**src/rtl/pc_redirect_unit.sv**
```systemverilog
`default_nettype none
// +----------------------------------------------------------------------------+
// | Module  : pc_redirect_unit                                                 |
// | Purpose : Fetch PC sequencer with branch/return redirect, timed pipeline   |
// |           flush and a circular return-address stack.                       |
// | Option  : PC_MISALIGN_TRAP_EN - misaligned redirect targets go to TRAP_PC  |
// | Revision: 1.0                                                              |
// +----------------------------------------------------------------------------+
module pc_redirect_unit #(
  parameter logic [31:0] RESET_PC     = 32'h0000_0000,
  parameter int          RAS_DEPTH    = 4,
  parameter int          FLUSH_CYCLES = 2,
  parameter logic [31:0] TRAP_PC      = 32'h0000_0100
) (
  input  logic        clk,
  input  logic        rst_n,
  input  logic        stall,
  input  logic        br_valid,
  input  logic        is_branch,
  input  logic        br_link,
  input  logic [31:0] br_pc,
  input  logic [31:0] br_target,
  input  logic        ret_valid,
  output logic [31:0] pc,
  output logic        flush,
  output logic        busy,
  output logic        ras_ovf,
  output logic        ras_unf
);

  localparam int               PTR_W          = (RAS_DEPTH > 1) ? $clog2(RAS_DEPTH) : 1;
  localparam int               CNT_W          = PTR_W + 1;
  localparam logic [2:0]       C_FLUSH_RELOAD = 3'(FLUSH_CYCLES - 1);
  localparam logic [CNT_W-1:0] C_RAS_FULL     = CNT_W'(RAS_DEPTH);
  localparam logic [CNT_W-1:0] C_CNT_ONE      = CNT_W'(1);
  localparam logic [PTR_W-1:0] C_PTR_ONE      = PTR_W'(1);

  typedef enum logic [0:0] {
    ST_RUN   = 1'b0,
    ST_FLUSH = 1'b1
  } state_e;

  state_e           state_q, state_d;
  logic [2:0]       fcnt_q, fcnt_d;
  logic [31:0]      pc_q, pc_d;
  logic [31:0]      ras_q [RAS_DEPTH];
  logic [31:0]      ras_d [RAS_DEPTH];
  logic [PTR_W-1:0] ptr_q, ptr_d;
  logic [CNT_W-1:0] count_q, count_d;
  logic             ras_ovf_q, ras_ovf_d;
  logic             ras_unf_q, ras_unf_d;

  logic             w_taken;
  logic             w_ret;
  logic             w_ret_empty;
  logic             w_push;
  logic             w_redirect;
  logic [PTR_W-1:0] w_top_idx;
  logic [31:0]      w_raw_target;
  logic [31:0]      w_target;

  // A return only counts when no branch resolves in the same cycle.
  assign w_taken      = br_valid & is_branch;
  assign w_ret        = ret_valid & ~br_valid & (count_q != '0);
  assign w_ret_empty  = ret_valid & ~br_valid & (count_q == '0);
  assign w_push       = w_taken & br_link;
  assign w_redirect   = w_taken | w_ret;
  assign w_top_idx    = ptr_q - C_PTR_ONE;
  assign w_raw_target = w_taken ? br_target : ras_q[w_top_idx];

`ifdef PC_MISALIGN_TRAP_EN
  assign w_target = (w_raw_target[1:0] != 2'b00) ? TRAP_PC : w_raw_target;
`else
  logic w_unused_trap;
  assign w_unused_trap = ^TRAP_PC;
  assign w_target      = w_raw_target;
`endif

  always_comb begin
    pc_d      = pc_q;
    ptr_d     = ptr_q;
    count_d   = count_q;
    ras_ovf_d = ras_ovf_q;
    ras_unf_d = ras_unf_q | w_ret_empty;
    state_d   = state_q;
    fcnt_d    = fcnt_q;
    for (int i = 0; i < RAS_DEPTH; i++) begin
      ras_d[i] = ras_q[i];
    end

    if (w_redirect) begin
      pc_d = w_target;
    end else if (!stall) begin
      pc_d = pc_q + 32'd4;
    end

    // Writing at the pointer when full naturally replaces the oldest entry.
    if (w_push) begin
      ras_d[ptr_q] = br_pc + 32'd4;
      ptr_d        = ptr_q + C_PTR_ONE;
      if (count_q == C_RAS_FULL) begin
        ras_ovf_d = 1'b1;
      end else begin
        count_d = count_q + C_CNT_ONE;
      end
    end else if (w_ret) begin
      ptr_d   = w_top_idx;
      count_d = count_q - C_CNT_ONE;
    end

    case (state_q)
      ST_RUN: begin
        if (w_redirect) begin
          state_d = ST_FLUSH;
          fcnt_d  = C_FLUSH_RELOAD;
        end
      end
      ST_FLUSH: begin
        if (w_redirect) begin
          fcnt_d = C_FLUSH_RELOAD;
        end else if (fcnt_q == 3'd0) begin
          state_d = ST_RUN;
        end else begin
          fcnt_d = fcnt_q - 3'd1;
        end
      end
      default: state_d = ST_RUN;
    endcase
  end

  always_ff @(posedge clk or negedge rst_n) begin
    if (!rst_n) begin
      state_q   <= ST_RUN;
      fcnt_q    <= 3'd0;
      pc_q      <= RESET_PC;
      ptr_q     <= '0;
      count_q   <= '0;
      ras_ovf_q <= 1'b0;
      ras_unf_q <= 1'b0;
      for (int i = 0; i < RAS_DEPTH; i++) begin
        ras_q[i] <= 32'h0;
      end
    end else begin
      state_q   <= state_d;
      fcnt_q    <= fcnt_d;
      pc_q      <= pc_d;
      ptr_q     <= ptr_d;
      count_q   <= count_d;
      ras_ovf_q <= ras_ovf_d;
      ras_unf_q <= ras_unf_d;
      for (int i = 0; i < RAS_DEPTH; i++) begin
        ras_q[i] <= ras_d[i];
      end
    end
  end

  assign pc      = pc_q;
  assign flush   = (state_q == ST_FLUSH);
  assign busy    = (state_q == ST_FLUSH);
  assign ras_ovf = ras_ovf_q;
  assign ras_unf = ras_unf_q;

endmodule
`default_nettype wire

```
**config.mk**
```make
export PLATFORM = sky130hd
export DESIGN_NAME = pc_redirect_unit
export DESIGN_NICKNAME = d
export VERILOG_FILES = /design/src/rtl/pc_redirect_unit.sv
export SDC_FILE = /design/constraint.sdc
export NUM_CORES = 1
export LEC_CHECK = 0
export BUFFER_PORTS_ARGS = -buffer_cell sky130_fd_sc_hd__buf_2
export CAP_MARGIN = 20
export CORE_ASPECT_RATIO = 1.75
export CORE_MARGIN = 5
export CORE_UTILIZATION = 60
export CTS_BUF_LIST = sky130_fd_sc_hd__clkbuf_2
export CTS_CLUSTER_DIAMETER = 40
export DETAILED_ROUTE_END_ITERATION = 8
export HOLD_SLACK_MARGIN = 0.08
export PLACE_DENSITY = 0.91
export RECOVER_POWER = 100
export SYNTH_ARGS = -nofsm -noshare
export SYNTH_HDL_FRONTEND = slang
export SYNTH_SLANG_ARGS = --single-unit
```
**constraint.sdc**
```tcl
create_clock -name clk -period 3.7 [get_ports clk]
set_input_delay 0.925 -clock clk [delete_from_list [all_inputs] [get_ports clk]]
set_output_delay 0.925 -clock clk [all_outputs]
set_load 0.05 [all_outputs]
```
==> metrics.yaml <==
outcome: "finished, violations left"
violations: "capacitance limit, slew limit"
grt_pass1_wl_um: 37100
die_x_um: 101
fin_tns_setup_ps: 0
setup_violations: 0
detail_route.wl_per_cell_um: 19.8
synth-seq-area-share: 0.498
final_nets: 1031
via_per_inst: 6.51
worstPathArrival_ps: 3630
netlist_instances: 855
post_cts_buffers: 0
avgSynthCellArea_um2: 10.1
core_mm2: 0.0142
cts_tree: "built"
cts_resized: 0
fin_crit_sh: 0.806
drt-initial-drc-count: 693
cts_buffers: 17
power.share.clock: 0.127
synthAdderAreaFrac: 0.0140
cts_root_buf: "clkbuf_2"
synth_area_leader_cell: "dfrtp_1"
clock-skew-final_ps: 40.3
die_h_um: 168
ys.flop_type: "dfrtp_1"
grt_util_all_layers: 0.275
synth_compound_area_frac: 0.160
fin_util: 0.666
routed_wl_um: 22600
grt_max_degree: 76
drtAntennaViolNets: 0
crit_fanout: 13
crit_required_ps: 4350
p_per_area_mw_per_mm2: 807
yosys.area_share.simple: 0.162
clock-sinks: 171
reg2reg_depth: 7
endpoint_kind: "flop"
crit_buf_inv: 2
hold_class: "in -> reg"
die-area_mm2: 0.0169
remaining_drc_errors: 0
grt_pass1_vias: 7569
worstMarginPinSlew_ps: 1850
max-cap-violations: 2
worst_hold_path.num_cells: 3
ys_ff_latch: 171
synthMuxAreaShare: 0.103
synth_edf_count: 0
synth.distinct_cells: 64
place_hpwl_um: 16200
synth_xor_area_frac: 0.0336
rows: 58
crit_chain: "inv_1, ha_1, clkbuf_1, mux4_2, a22oi_1, a21oi_1, o21a_1"
areaGrowthSynthToFinish_pct: 10.1
port_buffers: 106
leakage_nw: 4.16
yosysWarnings: 0
period_needed_ps: 2980
synthesis.area_mm2: 0.00860
pwr-share-seq: 0.440
ioPinCount: 107
cpLargestDelayFamily: "buffers and inverters"
ctsHoldBuffers: 0
drive_gt1_frac: 0.174
switchingPower_mw: 3.38
clkSlewWorstSetupHoldPaths_ps: 270
synth_top_family_by_area: "simple AND/OR/NAND/NOR gates"
gp_congestion: 0.889
globalRouteOverflowTotal: 0
slew_violations: 76
finalHoldViolCount: 0
synth.area.top_cells: "dfrtp_1 50%, mux4_2 8.4%, o21ai_0 7.3%"
fmax_ghz: 0.335
power_frac_comb: 0.434
vias: 7458
clockBufferDepth: 2
antenna_found_initial: 1
synth_top_area_frac: 0.498
whs_ps: 341
start_util: 0.605
switching_share: 0.442
start_kind: "flop"
worst_path_max_delay_cell: "clkbuf_1"
vdd_drop_max_uv: 291
worst-path-stages: 7
rsz0062_at_grt: "false"
htreeDepth: 4
maxSlewHeadroom: -0.235
crit_path_max_incr_delay_ps: 670
async_flop_share: 1.00
insertion_delay_ps: 750
crit_type: "reg -> reg"
dr.pass1.iters: 6
p_int_mw: 4.27
synth_nets: 935
[logic make-up (layout without fill, tap and decap cells)]
kind of cell	after synthesis	count (layout)
xor gates and xnor gates	33	33
and+or+nand+nor	300	300
adders and majority gates	9	9
muxes	47	47
other	0	1
DFF	171	171
AOI/OAI and AO/OA	230	230
buffers and inverters	65	174
[cells in the final DEF, fill, tap and decap left out, types with 20 or more instances in the layout]
| cell type | netlist | routed |
|---|---|---|
| dfrtp_1 | 171 | 170 |
| nand2_1 | 165 | 165 |
| a21oi_1 | 25 | 25 |
| xor2_1 | 24 | 24 |
| nor2_1 | 35 | 35 |
| mux4_2 | 32 | 32 |
| nand4_1 | 20 | 20 |
| clkbuf_1 | 38 | 46 |
| buf_2 | 9 | 68 |
| nand3_1 | 26 | 26 |
| o21ai_0 | 126 | 129 |
[worst register-to-register path, cell delays in order, from the launching register on]
cell      delay [ps]
dfrtp_1          480
inv_1             90
ha_1             660
clkbuf_1         670
mux4_2           450
a22oi_1          240
a21oi_1          110
o21a_1           200
[worst paths after layout]
check                                          start                    to  slack (ps)
max in group asynchronous                      rst_n  ptr_q[0]$_DFFE_PN0P_        1130
worst min register to register     ras_unf$_DFF_PN0_     ras_unf$_DFF_PN0_         510
worst min-delay path                    br_target[1]     pc[1]$_DFFE_PN0P_         340
worst max-delay path            ptr_q[1]$_DFFE_PN0P_     pc[9]$_DFFE_PN0P_         720
min in group asynchronous                      rst_n    pc[19]$_DFFE_PN0P_         640
worst max register to register  ptr_q[1]$_DFFE_PN0P_     pc[9]$_DFFE_PN0P_         720
[Yosys cell counts, types with 4 or more instances]
cell,instances
a22o_1,4
o211ai_1,5
nor2_1,35
a211oi_1,4
inv_1,14
mux4_2,32
a21oi_1,25
nand3_1,26
o22ai_1,13
or3_1,5
and2_1,4
nand4_1,20
dfrtp_1,171
and4_1,5
nor3_1,14
xor2_1,24
buf_2,9
a22oi_1,7
ha_1,8
mux2_2,12
xnor2_1,9
and3_1,6
o21ai_0,126
o21ai_1,6
clkbuf_1,38
nand2_1,165
a31oi_1,4
[power groups by stage]
stage,clock network [mW],logic (mW),registers [mW]
2_1_floorplan,0,2.00,3.72
3_3_place_gp,0,3.20,3.31
3_5_place_dp,0,3.36,3.38
4_1_cts,0.977,3.37,3.33
5_1_grt,1.05,3.61,3.46
6_report,0.968,3.32,3.36
[cell type report]
type,count,area [um^2]
Inverter,14,52.6
Timing Repair Buffer,128,651
Clock buffer,17,85.1
Multi-Input combinational cell,619,4030
Fill cell,1072,4750
Sequential cell,171,4280
Tap cell,180,225
Clock inverter,15,143
Antenna cell,1,2.50
[flip-flops by register name, summed over array words and instances (netlist names)]
signal	cells
ptr_q	2
ras_unf	1
ras_ovf	1
busy	1
ras_q	128
count_q	3
fcnt_q	3
pc	32
[stage by stage]
stage	instances	area [um^2]	power, mW	setup slack [ps]
CTS	1144	9590	7.68	1060
finish	1145	9470	7.65	716
floorplan	855	8600	5.72	807
detailed placement	1112	9360	6.74	673
global placement	1112	9360	6.51	813
global route	1145	9470	8.12	611
[metal layers]
layer	track usage	wire (um)	part of all wire	up-vias
li1	-	-	-	3308
met1	0.334	8210	0.36	3630
met2	0.461	11800	0.52	431
met3	0.0605	1740	0.077	89
met4	0.133	923	0.041	0
met5	0	0	0	-
Power figures use the tool's default switching activity.
